$ cat config.mk
export PLATFORM = sky130hd
export DESIGN_NAME = opsum_drain
export DESIGN_NICKNAME = d
export VERILOG_FILES = /design/src/rtl/opsum_drain.sv
export SDC_FILE = /design/constraint.sdc
export NUM_CORES = 2
export LEC_CHECK = 0
export BUFFER_PORTS_ARGS = -buffer_cell sky130_fd_sc_hd__buf_2
export CORE_AREA = 2 2 495 497
export DETAILED_ROUTE_END_ITERATION = 10
export DIE_AREA = 0 0 497 499
export GPL_TIMING_DRIVEN = 1
export PLACE_DENSITY = 0.41
export SLEW_MARGIN = 20
export SYNTH_ARGS = -nofsm -noshare
export SYNTH_HDL_FRONTEND = slang
export SYNTH_SLANG_ARGS = --single-unit
$ cat constraint.sdc
create_clock -name clk -period 12.8 [get_ports clk]
set_clock_uncertainty 0.2 [all_clocks]
set_input_delay 0.64 -clock clk [delete_from_list [all_inputs] [get_ports clk]]
set_output_delay 0.64 -clock clk [all_outputs]
set_load 0.01 [all_outputs]
$ cat src/rtl/opsum_drain.sv
// Drains the per-column opsum FIFOs of conv_unit into the GLB, token-major and
// column-ascending, sharing the GLB write port through a req/gnt handshake.
module opsum_drain #(
  parameter int NUM_COL = 32,
  parameter int DATA_W  = 32,
  parameter int CNT_W   = 16
) (
  input  logic                      clk,
  input  logic                      rst_n,
  input  logic                      start_i,
  input  logic [31:0]               base_addr_i,
  input  logic [31:0]               col_stride_i,
  input  logic [NUM_COL-1:0]        col_mask_i,
  input  logic [CNT_W-1:0]          tokens_i,
  input  logic [NUM_COL-1:0]        opsum_fifo_empty_matrix_i,
  input  logic [NUM_COL*DATA_W-1:0] opsum_fifo_pop_data_matrix_i,
  output logic [NUM_COL-1:0]        opsum_fifo_pop_matrix_o,
  output logic                      glb_req_o,
  input  logic                      glb_gnt_i,
  output logic [3:0]                glb_web_o,
  output logic [31:0]               glb_addr_o,
  output logic [DATA_W-1:0]         glb_write_data_o,
  output logic                      busy_o,
  output logic                      done_o,
  output logic [1:0]                dbg_state_o
);

  localparam int COL_W = $clog2(NUM_COL);

  typedef enum logic [1:0] {
    IDLE = 2'd0,
    RUN  = 2'd1,
    DONE = 2'd2
  } state_t;

  state_t             state_q;
  logic [31:0]        base_q;
  logic [31:0]        stride_q;
  logic [31:0]        addr_q;
  logic [NUM_COL-1:0] mask_q;
  logic [CNT_W-1:0]   tokens_q;
  logic [CNT_W-1:0]   tok_q;
  logic [COL_W-1:0]   col_q;

  logic               run;
  logic               cur_empty;
  logic [DATA_W-1:0]  cur_data;
  logic               commit;
  logic               last_word;
  logic [COL_W-1:0]   first_col;
  logic [COL_W-1:0]   wrap_col;
  logic [COL_W-1:0]   next_col;
  logic               has_next;
  logic [CNT_W-1:0]   tok_nxt;

  // Valid/ready contract on the GLB port: glb_req_o is the valid, glb_gnt_i the
  // ready; a word transfers (and its FIFO pops) on the cycle both are high, and
  // while req waits for gnt the address, data and web do not change.
  assign run       = (state_q == RUN);
  assign cur_empty = opsum_fifo_empty_matrix_i[col_q];
  assign commit    = run & ~cur_empty & glb_gnt_i;
  assign last_word = ~has_next & (tok_q == tokens_q - 1'b1);
  assign tok_nxt   = tok_q + 1'b1;

  always_comb begin
    cur_data = '0;
    for (int i = 0; i < NUM_COL; i++) begin
      if (col_q == COL_W'(i)) cur_data = opsum_fifo_pop_data_matrix_i[i*DATA_W +: DATA_W];
    end
  end

  // Descending scans leave the lowest qualifying index in each result.
  always_comb begin
    first_col = '0;
    wrap_col  = '0;
    next_col  = '0;
    has_next  = 1'b0;
    for (int i = NUM_COL - 1; i >= 0; i--) begin
      if (col_mask_i[i]) first_col = COL_W'(i);
      if (mask_q[i]) wrap_col = COL_W'(i);
      if (mask_q[i] && (COL_W'(i) > col_q)) begin
        next_col = COL_W'(i);
        has_next = 1'b1;
      end
    end
  end

  assign glb_req_o               = run & ~cur_empty;
  assign glb_web_o               = glb_req_o ? 4'b0000 : 4'b1111;
  assign glb_addr_o              = addr_q;
  assign glb_write_data_o        = run ? cur_data : '0;
  assign opsum_fifo_pop_matrix_o = commit ? (NUM_COL'(1) << col_q) : '0;
  assign busy_o                  = run;
  assign done_o                  = (state_q == DONE);
  assign dbg_state_o             = state_q;

  always_ff @(posedge clk or negedge rst_n) begin
    if (!rst_n) begin
      state_q  <= IDLE;
      base_q   <= '0;
      stride_q <= '0;
      addr_q   <= '0;
      mask_q   <= '0;
      tokens_q <= '0;
      tok_q    <= '0;
      col_q    <= '0;
    end else begin
      case (state_q)
        IDLE: begin
          if (start_i) begin
            base_q   <= base_addr_i;
            stride_q <= col_stride_i;
            mask_q   <= col_mask_i;
            tokens_q <= tokens_i;
            tok_q    <= '0;
            col_q    <= first_col;
            addr_q   <= base_addr_i + (32'(first_col) * col_stride_i);
            if ((col_mask_i == '0) || (tokens_i == '0)) state_q <= DONE;
            else                                        state_q <= RUN;
          end
        end
        RUN: begin
          if (commit) begin
            if (last_word) begin
              state_q <= DONE;
            end else if (has_next) begin
              col_q  <= next_col;
              addr_q <= base_q + (32'(next_col) * stride_q) + 32'(tok_q);
            end else begin
              col_q  <= wrap_col;
              tok_q  <= tok_nxt;
              addr_q <= base_q + (32'(wrap_col) * stride_q) + 32'(tok_nxt);
            end
          end
        end
        DONE:    state_q <= IDLE;
        default: state_q <= IDLE;
      endcase
    end
  end

endmodule

# [Word level (Yosys, flattened, before mapping)]
# Index checks and enable logic that the tools add are counted.
[classes] shifts=1 mux=185 n_bitwise=5 n_lt_le_gt_ge=33 multipliers=3 eq_ne=39 add_sub_neg=7 n_reduce_logical=42 div_mod_pow=0
[ops] operator="2-to-1 mux 32 bit" count=38
[ops] operator="2-to-1 mux 5 bit" count=100
[ops] operator="adder 32 bit" count=3
[ops] operator="multiplier 5 x 32 -> 32 bit" count=3
[ops] operator="== test 5 bit (second input constant)" count=16
[ops] operator="> comparator 5 bit (first input constant)" count=16
[ops] operator="adder 32 x 16 -> 32 bit" count=2
[ops] operator="2-to-1 mux 16 bit" count=4
[ops] operator="case mux 32 bit (2 select lines)" count=1
[ops] operator="== test 5 x 4 -> 1 bit (second input constant)" count=8
[ops] operator="> comparator 4 x 5 -> 1 bit (first input constant)" count=8
[ops] operator="2-to-1 mux 1 bit" count=33
[ops] operator="logical AND 1 bit" count=32
[ops] operator="zero test 32 bit" count=1
[ops] operator="case mux 16 bit (2 select lines)" count=1
[ops] operator="<< shifter 1 x 5 -> 32 bit (first input constant)" count=1
[ops] operator="== test 5 x 3 -> 1 bit (second input constant)" count=4
[ops] operator="> comparator 3 x 5 -> 1 bit (first input constant)" count=4
[ops] operator="adder 16 x 1 -> 16 bit (second input constant)" count=1
[ops] operator="== test 16 bit" count=1
[ops] operator="zero test 16 bit" count=1
[ops] operator="subtractor 16 x 1 -> 16 bit (second input constant)" count=1
[ops] operator="== test 5 x 2 -> 1 bit (second input constant)" count=2
[ops] operator="> comparator 1 x 5 -> 1 bit (first input constant)" count=2
[ops] operator="22 further kinds" count=32
[word_totals] out_inout_bits=105 wordCells=323 latchBits=0 ramBits=0 inputBits=1172 romBits=0 mem_count=0 ff_bits=167

# [Depth between registers and ports, before layout]
[depth] word_depth=41 mapped_depth=33 mapped_depth_nobuf=29

# [Worst setup path before layout]
# Ideal clock, no wire load.
[synth_timing] path_type="reg2reg" startpoint="register col_q[2]" endpoint="register addr_q[24], in the netlist glb_addr_o[24]" slack_ns=5.243 arrival_time_ns=7.228 stages_incl_launch_ff=31 required_time_ns=12.471 path_buffers=4 setup_time_ns=0.129 period_less_slack_ns=7.557 path_cell_list="dfrtp_1 -> buf_2 -> clkbuf_1 -> or2_2 -> clkbuf_1 -> nor3_1 -> o21ai_0 -> a31oi_1 -> o211ai_1 -> a31oi_1 -> o21a_1 -> clkbuf_1 -> and2_1 -> fa_1 -> fa_1 -> fa_1 -> inv_1 -> fa_1 -> inv_1 -> ha_1 -> a21o_1 -> a21o_1 -> a21oi_1 -> o21ai_0 -> a2111oi_0 -> nor3_1 -> or3_1 -> a21oi_1 -> xnor2_1 -> a221oi_1 -> o21ai_0"
[synth_between] elab_chain_cells=41 word_cells_on_any_way=145 classes_between="add/sub: 2; mul: 1; order compare: 32; eq/ne: 2; mux: 70; bitwise: 5; reduce/logical: 33"
[synth_rtl] element="start, declared" line="43" source="logic [COL_W-1:0] col_q;"
[synth_rtl] element="start signal, assigned" line="116" source="col_q <= first_col;"
[synth_rtl] element="start signal, assigned" line="127" source="col_q <= next_col;"
[synth_rtl] element="start signal, assigned" line="130" source="col_q <= wrap_col;"
[synth_rtl] element="> comparator 5 bit" line="81" source="if (mask_q[i] && (COL_W'(i) > col_q)) begin"
[synth_rtl] element="logical AND 1 bit" line="81"
[synth_rtl] element="2-to-1 mux 5 bit (32 in a row)" line="81"
[synth_rtl] element="multiplier 5 x 32 -> 32 bit" line="128" source="addr_q <= base_q + (32'(next_col) * stride_q) + 32'(tok_q);"
[synth_rtl] element="adder 32 bit" line="128"
[synth_rtl] element="adder 32 x 16 -> 32 bit" line="128"
[synth_rtl] element="2-to-1 mux 32 bit" line="126" source="end else if (has_next) begin"
[synth_rtl] element="2-to-1 mux 32 bit" line="124" source="if (last_word) begin"
[synth_rtl] element="2-to-1 mux 32 bit" line="123" source="if (commit) begin"
[synth_rtl] element="case mux 32 bit (2 select lines)" line="108" source="case (state_q)"
[synth_rtl] element="end signal, assigned" line="117" source="addr_q <= base_addr_i + (32'(first_col) * col_stride_i);"
[synth_rtl] element="end signal, assigned" line="128"
[synth_rtl] element="end signal, assigned" line="132" source="addr_q <= base_q + (32'(wrap_col) * stride_q) + 32'(tok_nxt);"
[synth_rtl] element="end, declared" line="39" source="logic [31:0] addr_q;"
# Parallel ways exist; a longest one is shown, timed or not. The select of a mux whose other input is x is not followed.
# A chain may end at the register's enable or synchronous reset.

# [Worst setup path in the final report]
[layout_timing] startpoint="register col_q[0]" endpoint="register addr_q[24], in the netlist glb_addr_o[24]"
# The elaborated chain is that of the path after synthesis.

==> flow_summary.json <==
{
  "status": "finished, final reports clean",
  "ys_async_sr_fraction_pct": 100,
  "h-tree-depth": 4,
  "yosysMostFrequentCell": "nand2_1",
  "critical_path.max_fanout": 33,
  "num_rows": 181,
  "core_um2": 243000,
  "fp.dieW_um": 497,
  "path_common_cell": "fa_1",
  "worstMarginPinSlew_ps": 1310,
  "grt-ovfl-total": 0,
  "antenna_found_initial": 241,
  "required_ps": 13000,
  "grt_first_pass_wirelength_mm": 417,
  "fp.dieArea_um2": 248000,
  "grt_max_degree": 159,
  "hold_class": "in2reg",
  "ios": 1277,
  "syn_nets": 5687,
  "synth_area_um2": 32200,
  "end_kind": "register",
  "period_needed_ps": 9250,
  "cts_resized": 0,
  "cts_setup_buffers": 0,
  "timing.fmax_mhz": 108,
  "synthFlopType": "dfrtp_1",
  "drt_iter0_markers": 3012,
  "slowest_stage": "a2111oi_0",
  "netlist.area_leader.share_pct": 22.8,
  "final_util_pct": 18.1,
  "startpoint_type": "register",
  "clk_path_buf_depth": 2,
  "clk_pin_slew_ps": 80,
  "die_y_um": 499,
  "synth.largest_area_cell": "fa_1",
  "wl_per_cell_um": 38.5,
  "wl_mm": 332,
  "final_max_slew_viol_count": 0,
  "worstSkewPairLatency_ps": 540,
  "drive_above_1_share_pct": 31.3,
  "cts_root_buf": "clkbuf_16",
  "gp_congestion": 1.05,
  "hold_violations": 0,
  "syn_inst": 4005,
  "yosysSeqAreaShare_pct": 13.0,
  "drc": 0,
  "antenna_left": 0,
  "worstPathArrival_ps": 9450,
  "yosysWarnings": 0,
  "port_buffers": 1276,
  "synthTopCellsByCount": "nand2_1, inv_1, fa_1",
  "grt_setup_unrepaired": "no",
  "maxCapViolations": 0,
  "setup_viol": 0,
  "slowest_delay_ps": 710,
  "initial_core_util_pct": 13.3,
  "p_leak_nw": 19.7,
  "yosysUniqueCellTypes": 85,
  "slew_headroom_pct": 12.4,
  "cts_tree": "built",
  "first_global_vias": 38900,
  "drt_first_pass_iters": 6,
  "crit_type": "reg2reg",
  "cts_buffers": 17,
  "ys_ff_latch": 167,
  "vdd_ir_drop_max_mv": 0.281,
  "synth_top_cells_by_area": "fa_1, dfrtp_1, nand2_1",
  "synth_edf_count": 0,
  "syn_area_per_cell_um2": 8.04,
  "vias_per_cell": 4.49,
  "dp_hpwl_mm": 293,
  "via_count": 38700,
  "syn_to_final_growth_pct": 36.7,
  "fin_nets": 6826,
  "fin_crit_sh_pct": 72.3,
  "cts_hold_buf": 1,
  "fin_setup_tns_ps": 0,
  "track_usage_pct": 25.9,
  "clkSinkCount": 167,
  "power.density_nw_per_um2": 332
}
==> cell families (layout without fill, tap and decap cells) <==
logic type / Yosys count / after routing / synth area share, %
other cells: 0 / 270 / 0
compound gates: 1167 / 1167 / 25.1
buf+inv: 728 / 1880 / 8.71
simple gates: 1209 / 1209 / 17.4
mux: 95 / 95 / 3.69
fa+ha+maj: 510 / 510 / 28.4
flops: 167 / 167 / 13.0
xor+xnor: 129 / 129 / 3.73
==> routing by layer <==
layer / vias up / share of wire, % / wire length [um] / track usage, %
li1: 16700 / - / - / -
met1: 19700 / 38 / 126000 / 29.0
met2: 1802 / 48 / 160000 / 44.2
met3: 485 / 7.2 / 24000 / 7.19
met4: 56 / 6.3 / 20900 / 14.4
met5: - / 0.099 / 329 / 0
==> state kept, by name, summed over array words and instances (netlist names) <==
signal,flops
base_q,32
glb_addr_o,32
mask_q,32
stride_q,32
tok_q,16
tokens_q,16
col_q,5
dbg_state_o,2
==> per-stage QoR <==
stage	power (W)	cells	setup WS, ps	area (um^2)	hold slack [ps]
final	0.0146	8629	3550	44000	134
after global routing	0.0159	8576	2950	43900	137
after CTS	0.0148	8357	3400	43300	104
after detailed placement	0.0142	8324	3450	42700	267
after global placement	0.0142	8323	3490	42700	260
after floorplan	0.00795	4005	5240	32200	144
==> placed cells by master, fill, tap and decap left out, types with 36 or more instances in the layout <==
cell type  count
xnor2_1       88
mux2_2        79
a31oi_1       74
a21o_1        53
nand4_1       47
a221o_1       43
a21oi_1      203
a22o_1        48
ha_1         143
diode_2      270
nor3_1        37
buf_2       1276
fa_1         367
and3_1        37
xor2_1        36
dfrtp_1      163
a221oi_1      65
o21ai_0      201
inv_1        449
nor2_1       145
buf_4        117
nand2_1      566
a22oi_1      186
and2_1       105
nand3_1      119
==> final timing paths <==
check	from	to	slack [ps]	cells after the start
worst max-delay path	col_q[0]	glb_addr_o[24]	3550	29
worst min register to register	glb_addr_o[9]	glb_addr_o[9]	280	1
worst min-delay path	base_addr_i[24]	base_q[24]	130	3
max in group asynchronous	rst_n	mask_q[15]	10710	3
min in group asynchronous	rst_n	base_q[16]	400	2
worst max register to register	col_q[0]	glb_addr_o[24]	3550	29
==> critical path, delay by kind of cell, from the launching register on <==
| family | cells | cell delay, ps |
|---|---|---|
| AO/OA/AOI/OAI | 12 | 2760 |
| XOR/XNOR | 1 | 100 |
| adder cells (fa/ha/maj) | 5 | 2240 |
| buffers and inverters | 5 | 1280 |
| flip-flops | 1 | 630 |
| AND/OR/NAND/NOR | 6 | 1870 |
==> layout make-up <==
cell class,count,area (um^2)
Antenna cell,270,676
Clock buffer,19,453
Clock inverter,13,129
Fill cell,27900,199000
Inverter,450,1690
Multi-Input combinational cell,3110,25600
Sequential cell,167,4190
Tap cell,3202,4010
Timing Repair Buffer,1398,7320
==> where the power goes <==
group	switching [W]	leakage (nW)	total [W]	internal, W
registers	0.000181	2.04	0.000829	0.000648
logic	0.00876	17.3	0.0132	0.00443
clock network	0.000311	0.284	0.000579	0.000269
total	0.00925	19.7	0.0146	0.00535
Power figures use the tool's default switching activity.
